`src/rtl/wt_pkg.sv`:
```
// ----------------------------------------------------------------------------
// wt_pkg
// Shared definitions for the sequential Booth / carry-save multiplier.
//   wt_state_t    : 2-bit controller state encoding (IDLE, COMPRESS, FINAL, DONE)
//   booth_digit_t : radix-4 Booth digit encoding {0, +1, +2, -1, -2}
//   booth_recode  : maps a multiplier bit triplet {b[2k+1], b[2k], b[2k-1]}
//                   onto its Booth digit
// ----------------------------------------------------------------------------
package wt_pkg;

   typedef enum logic [1:0] {
      IDLE     = 2'd0,
      COMPRESS = 2'd1,
      FINAL    = 2'd2,
      DONE     = 2'd3
   } wt_state_t;

   typedef enum logic [2:0] {
      BOOTH_ZERO = 3'd0,
      BOOTH_POS1 = 3'd1,
      BOOTH_POS2 = 3'd2,
      BOOTH_NEG1 = 3'd3,
      BOOTH_NEG2 = 3'd4
   } booth_digit_t;

   // Triplet value = -2*b[2k+1] + b[2k] + b[2k-1]
   function automatic booth_digit_t booth_recode(input logic [2:0] trip);
      booth_digit_t d;
      case (trip)
         3'b001, 3'b010: d = BOOTH_POS1;
         3'b011:         d = BOOTH_POS2;
         3'b100:         d = BOOTH_NEG2;
         3'b101, 3'b110: d = BOOTH_NEG1;
         default:        d = BOOTH_ZERO;   // 000, 111
      endcase
      return d;
   endfunction

endpackage

```
`src/rtl/wallace_seq_ctrl_csa_row.sv`:
```
// ----------------------------------------------------------------------------
// csa_row
// One row of WIDTH independent full adders (3:2 compressor).
//   i_x, i_y, i_z : three addend vectors
//   s             : bitwise sum      (x ^ y ^ z)
//   cout          : bitwise carry    (majority), weight 2 relative to s
// ----------------------------------------------------------------------------
module csa_row #(
   parameter int WIDTH = 32
) (
   input  logic [WIDTH-1:0] i_x,
   input  logic [WIDTH-1:0] i_y,
   input  logic [WIDTH-1:0] i_z,
   output logic [WIDTH-1:0] s,
   output logic [WIDTH-1:0] cout
);

   generate
      for (genvar gi = 0; gi < WIDTH; gi++) begin : g_fa
         assign s[gi]    = i_x[gi] ^ i_y[gi] ^ i_z[gi];
         assign cout[gi] = (i_x[gi] & i_y[gi]) | (i_x[gi] & i_z[gi]) | (i_y[gi] & i_z[gi]);
      end
   endgenerate

endmodule

```
`src/rtl/wallace_seq_ctrl.sv`:
```
// ----------------------------------------------------------------------------
// wallace_seq_ctrl
// Sequential radix-4 Booth multiplier. One partial product per cycle is folded
// into a carry-save (sum, carry) pair through a single shared csa_row; a final
// carry-propagate add produces the registered product.
//
// Ports
//   clk          : clock, rising edge
//   rst_n        : asynchronous active-low reset
//   in_valid_i   : operands valid
//   in_ready_o   : high in IDLE only
//   a_i, b_i     : multiplicand / multiplier, WIDTH bits
//   sign_i       : 1 = both operands two's complement, 0 = both unsigned
//   out_valid_o  : product valid (DONE only)
//   out_ready_i  : consumer accepts the product
//   product_o    : low 2*WIDTH bits of a*b
//
// Build option
//   WT_ZERO_SKIP_EN : when defined, an operation with a zero operand jumps
//                     straight from IDLE to DONE with product 0.
//
// Latency: counting the accepting edge as edge 1, out_valid_o rises after
// edge NPP+2 (1 accept + NPP compress + 1 final add).
// ----------------------------------------------------------------------------
module wallace_seq_ctrl
   import wt_pkg::*;
#(
   parameter int WIDTH = 16
) (
   input  logic                 clk,
   input  logic                 rst_n,
   input  logic                 in_valid_i,
   output logic                 in_ready_o,
   input  logic [WIDTH-1:0]     a_i,
   input  logic [WIDTH-1:0]     b_i,
   input  logic                 sign_i,
   output logic                 out_valid_o,
   input  logic                 out_ready_i,
   output logic [2*WIDTH-1:0]   product_o
);

   localparam int NPP = WIDTH / 2 + 1;    // radix-4 Booth partial products
   localparam int PW  = 2 * WIDTH;        // product width
   localparam int EW  = WIDTH + 2;        // extended operand width
   localparam int KW  = $clog2(NPP + 1);  // pp counter width

   // ------------------------------------------------------------------
   // State
   // ------------------------------------------------------------------
   wt_state_t        r_state;
   logic [WIDTH-1:0] r_a;
   logic [WIDTH-1:0] r_b;
   logic             r_sign;
   logic [PW-1:0]    r_sum;
   logic [PW-1:0]    r_carry;
   logic [KW-1:0]    r_k;
   logic [PW-1:0]    r_product;
   logic             r_out_valid;
   logic             r_in_ready;

   // ------------------------------------------------------------------
   // Operand extension and Booth partial product
   // ------------------------------------------------------------------
   logic [EW-1:0]  w_a_ext;
   logic [EW-1:0]  w_b_ext;
   logic [EW:0]    w_b_pad;      // extended multiplier with b[-1]=0 appended
   logic [EW:0]    w_b_shift;
   logic [PW-1:0]  w_a_sext;
   logic [PW-1:0]  w_mult;
   logic [PW-1:0]  w_pp;
   booth_digit_t   w_digit;
   logic [PW-1:0]  w_csa_s;
   logic [PW-1:0]  w_csa_c;

   assign w_a_ext  = {{2{r_sign & r_a[WIDTH-1]}}, r_a};
   assign w_b_ext  = {{2{r_sign & r_b[WIDTH-1]}}, r_b};
   assign w_b_pad  = {w_b_ext, 1'b0};

   // Select triplet k by shifting 2k positions; bits [2:0] are then
   // {b[2k+1], b[2k], b[2k-1]}.
   assign w_b_shift = w_b_pad >> {r_k, 1'b0};
   assign w_digit   = booth_recode(w_b_shift[2:0]);

   // The extended multiplicand is itself sign-extended to the product width;
   // for unsigned operands its top two bits are 0, so this is a zero fill.
   assign w_a_sext = {{(PW-EW){w_a_ext[EW-1]}}, w_a_ext};

   always_comb begin
      w_mult = '0;
      case (w_digit)
         BOOTH_POS1: w_mult = w_a_sext;
         BOOTH_POS2: w_mult = w_a_sext << 1;
         BOOTH_NEG1: w_mult = -w_a_sext;
         BOOTH_NEG2: w_mult = -(w_a_sext << 1);
         default:    w_mult = '0;
      endcase
   end

   assign w_pp = w_mult << {r_k, 1'b0};

   // ------------------------------------------------------------------
   // Shared compressor row: (sum, carry<<1, PP_k) -> (sum', carry')
   // ------------------------------------------------------------------
   csa_row #(
      .WIDTH (PW)
   ) u_csa_row (
      .i_x  (r_sum),
      .i_y  (r_carry << 1),
      .i_z  (w_pp),
      .s    (w_csa_s),
      .cout (w_csa_c)
   );

`ifdef WT_ZERO_SKIP_EN
   logic w_zero_op;
   assign w_zero_op = (a_i == '0) || (b_i == '0);
`endif

   // ------------------------------------------------------------------
   // Controller
   // ------------------------------------------------------------------
   always_ff @(posedge clk or negedge rst_n) begin
      if (!rst_n) begin
         r_state     <= IDLE;
         r_a         <= '0;
         r_b         <= '0;
         r_sign      <= 1'b0;
         r_sum       <= '0;
         r_carry     <= '0;
         r_k         <= '0;
         r_product   <= '0;
         r_out_valid <= 1'b0;
         r_in_ready  <= 1'b1;
      end else begin
         case (r_state)
            IDLE: begin
               if (in_valid_i && r_in_ready) begin
                  r_a        <= a_i;
                  r_b        <= b_i;
                  r_sign     <= sign_i;
                  r_sum      <= '0;
                  r_carry    <= '0;
                  r_k        <= '0;
                  r_in_ready <= 1'b0;
`ifdef WT_ZERO_SKIP_EN
                  if (w_zero_op) begin
                     r_product   <= '0;
                     r_out_valid <= 1'b1;
                     r_state     <= DONE;
                  end else begin
                     r_state     <= COMPRESS;
                  end
`else
                  r_state    <= COMPRESS;
`endif
               end
            end

            COMPRESS: begin
               r_sum   <= w_csa_s;
               r_carry <= w_csa_c;
               r_k     <= r_k + 1'b1;
               if (r_k == KW'(NPP - 1)) begin
                  r_state <= FINAL;
               end
            end

            FINAL: begin
               r_product   <= r_sum + (r_carry << 1);
               r_out_valid <= 1'b1;
               r_state     <= DONE;
            end

            DONE: begin
               // Product held until consumed; IDLE re-accepts one cycle later.
               if (out_ready_i) begin
                  r_out_valid <= 1'b0;
                  r_in_ready  <= 1'b1;
                  r_state     <= IDLE;
               end
            end

            default: begin
               r_state <= IDLE;
            end
         endcase
      end
   end

   assign in_ready_o  = r_in_ready;
   assign out_valid_o = r_out_valid;
   assign product_o   = r_product;

endmodule

```
`config.mk`:
```
export PLATFORM = sky130hd
export DESIGN_NAME = wallace_seq_ctrl
export DESIGN_NICKNAME = d
export VERILOG_FILES = /design/src/rtl/wt_pkg.sv /design/src/rtl/wallace_seq_ctrl_csa_row.sv /design/src/rtl/wallace_seq_ctrl.sv
export SDC_FILE = /design/constraint.sdc
export NUM_CORES = 1
export LEC_CHECK = 0
export ABC_AREA = 1
export BUFFER_PORTS_ARGS = -buffer_cell sky130_fd_sc_hd__buf_4
export CAP_MARGIN = 30
export CORE_ASPECT_RATIO = 0.7
export CORE_MARGIN = 3
export CORE_UTILIZATION = 50
export DETAILED_ROUTE_END_ITERATION = 8
export HOLD_SLACK_MARGIN = 0.05
export PLACE_DENSITY = 0.68
export SLEW_MARGIN = 5
export SYNTH_ARGS = -nofsm -noshare
export SYNTH_HDL_FRONTEND = slang
export SYNTH_SLANG_ARGS = --single-unit
```
`constraint.sdc`:
```
create_clock -name clk -period 3.39 [get_ports clk]
set_clock_uncertainty 0.1 [all_clocks]
set_input_delay 0.339 -clock clk [delete_from_list [all_inputs] [get_ports clk]]
set_output_delay 0.339 -clock clk [all_outputs]
set_load 0.005 [all_outputs]
```
==> summary.md <==
| Metric | Value |
|---|---|
| Post-synth EDFFs | 0 |
| Flop and latch count out of synthesis | 136 |
| Asr flop ratio synth | 1.00 |
| Gpl congestion | 0.934 |
| Initial Util | 0.515 |
| Leak | 0.00554 µW |
| First-pass GRT wire length | 41200 µm |
| Die Width | 169 µm |
| Initial antenna violation count | 0 |
| Placed cell count | 1522 |
| Final wirelength | 25100 µm |
| Mapped Nets | 1329 |
| Fmax achieved | 0.292 GHz |
| Largest net degree at the start of global routing | 67 |
| Num ports | 71 |
| Worst vdd ir | 495 µV |
| Unrepaired setup endpoints after global routing | true |
| Routed Antenna Nets | 0 |
| Final core occ | 0.643 |
| Worst-path clk slew | 0.06 ns |
| Worst Setup End Kind | flop |
| Layout cells sized above 1 | 0.171 |
| # port buffers | 70 |
| Global route overflow | 0 |
| Period minus WS final | 3.42 ns |
| R2r startpoint | r_k[0] |
| Area delta synth->final | 24.9% |
| Crit path launch type | flop |
| Worst slack, placed | -0.0372 ns |
| Synthesized instance count | 1222 |
| Outcome | complete, but fails checks |
| Final non-filler cell total | 1602 |
| Worst setup path class | reg -> reg |
| Die Y | 120 µm |
| H-tree Lvls | 4 |
| Final Cycle Share | 1.01 |
| Dpl hpwl | 17700 µm |
| CTS Sinks | 136 |
| Dominant cell type by area after synthesis | dfrtp_1 |
| Distinct cells, synth | 51 |
| DRC viols | 0 |
| # diodes | 0 |
| DR pass1 iterations | 5 |
| Iter 0 DRT Violations | 931 |
| CTS tree | built |
| Count leader, synth | nand2_1 |
| Synth Flop Type | dfrtp_1 |
| Routed len/inst | 15.6 µm |
| Synth warn | 0 |
| Final WS setup | -0.0301 ns |
| CP startpoint | r_k[0] |
| Critical Path RT | 3.58 ns |
| Fill cells | 1572 |
| Slew headroom | 0.475 |
| Slew @ Worst Pin | 0.784 ns |
| GRT Total Usage | 0.250 |
| Commonest cells in the netlist | 315 x nand2_1, 147 x inv_1, 135 x dfrtp_1, 94 x nand3_1, 86 x o21ai_0 |
| Slew Viols, Final | 0 |
| Via count | 8644 |
| Core footprint | 0.0182 mm² |
| Bufs on Longest Clock Path | 2 |
| CTS root buf | clkbuf_16 |
| Post-Syn Area | 0.00936 mm² |
| Mapped Avg Cell Area | 7.66 µm² |
| # rows | 41 |
| Net count, final | 1460 |
| Hold_sp | out_ready_i |
| Min-Delay Path Class | in -> reg |
| Max-Cap Viols | 0 |
| CP max FO | 6 |
| CTS Buf Count | 17 |
| Number of global-route vias before repair | 8339 |
| Die Area | 0.0204 mm² |
| Failing checks | negative setup slack |
| Top cell type's share of synthesized area | 0.361 |
| Seq/Total Area, Yosys | 0.364 |
| Via density | 5.40 |
| Fin. Hold Viols | 0 |
| Ranking of synthesized cells by area | dfrtp_1 36%, nand2_1 13%, fa_1 6.6% |
| Setup Viol. Count Final | 1 |
| Clock Latency Late Sink | 0.43 ns |
| Setup TNS | -0.0301 ns |
| Pwr Density | 1210 mW/mm² |
| Critical path arrival | 3.61 ns |
[layout make-up]
| class | count | area [µm²] | area share |
|---|---|---|---|
| well taps | 236 | 295 | 0.0253 |
| clock buffers | 20 | 447 | 0.0382 |
| flip-flops and latches | 136 | 3410 | 0.292 |
| clock inverters | 12 | 245 | 0.0210 |
| repair buffers | 161 | 1370 | 0.117 |
| inverters | 158 | 603 | 0.0516 |
| multi-input cells | 879 | 5310 | 0.455 |
[per-stage QoR]
stage,total power (µW),area (µm²),hold slack [ns]
final,14100,11700,0.105
after global routing,15300,11700,0.105
after CTS,13200,11400,0.0881
after floorplan,8410,9360,-0.0566
after global placement,10600,10300,0.271
after detailed placement,10800,10300,0.268
[final timing paths]
check,end,slack [ns],cells past startpoint
max reg2reg,r_sum[22],-0.03,20
min in group asynchronous,r_a[3],0.37,2
min reg2reg,product_o[0],0.37,2
min,out_valid_o,0.10,3
max,r_sum[22],-0.03,20
max in group asynchronous,in_ready_o,2.03,3
[cell families (layout without fill, tap and decap cells)]
logic type / after synthesis / after routing / share of synthesized area
buffers and inverters: 209 / 351 / 0.0912
XOR/XNOR: 33 / 33 / 0.0309
adder cells (fa/ha/maj): 70 / 70 / 0.118
AND/OR/NAND/NOR: 530 / 532 / 0.243
AO/OA/AOI/OAI: 243 / 243 / 0.152
multiplexers: 1 / 1 / 0.00107
flip-flops: 136 / 136 / 0.364
[layer usage]
| metal | GRT usage | share of wire | up-vias |
|---|---|---|---|
| met5 | 0 | 0 | - |
| met4 | 0.0577 | 0.010 | 0 |
| met3 | 0.0539 | 0.072 | 23 |
| met2 | 0.359 | 0.41 | 271 |
| met1 | 0.385 | 0.51 | 4069 |
| li1 | - | - | 4281 |
[layout by cell type, fill, tap and decap left out, types with 6 or more instances in the layout]
master,instances
a21oi_1,35
buf_4,119
bufinv_16,7
clkbuf_16,17
dfrtp_1,134
dlygate4sd3_1,34
fa_1,31
ha_1,39
inv_1,146
inv_2,8
nand2_1,306
nand2_2,10
nand2_4,6
nand3_1,83
nand3_2,14
nand4_1,18
nor2_1,70
nor2_2,6
o211ai_1,8
o21ai_0,83
o21ai_1,12
o21ai_2,9
o21bai_1,9
o22ai_1,57
xnor2_1,9
xor2_1,24
[registers in the layout (all words and copies together), names as in the netlist]
register / cells
r_k: 4
product_o: 32
out_valid_o: 1
r_state: 2
r_carry: 31
r_sign: 1
r_b: 16
r_sum: 32
in_ready_o: 1
r_a: 16
[repair_timing]
action,4_1_cts,5_1_grt
resized for setup,2,56
hold buffers,34,0
cloned,0,3
endpoints found under the setup margin,2,38
pin swaps,0,24
endpoints found under the hold margin,97,0
buffers inserted,0,11
[where the power goes]
part | internal (µW) | leakage [µW] | switching [µW] | total [µW]
sequential | 2250 | 0.00179 | 441 | 2700
clock | 1480 | 0.000335 | 744 | 2220
combinational | 3470 | 0.00342 | 5710 | 9180
total | 7200 | 0.00554 | 6890 | 14100
[critical path, stage by stage (launching register included)]
cell     delay (ns)
dfrtp_2        0.46
buf_6          0.15
or2_1          0.21
nand3_2        0.06
nand3_2        0.06
nand3_2        0.08
nand2_4        0.10
nor2_4         0.18
nand2_4        0.10
nand2_8        0.12
inv_4          0.04
or2_0          0.23
nand3_2        0.11
mux2i_2        0.08
or2_1          0.27
nand2_2        0.11
nand2_2        0.07
nand2_2        0.07
nand2_2        0.06
fa_1           0.56
o22ai_2        0.07
Power figures use the tool's default switching activity.
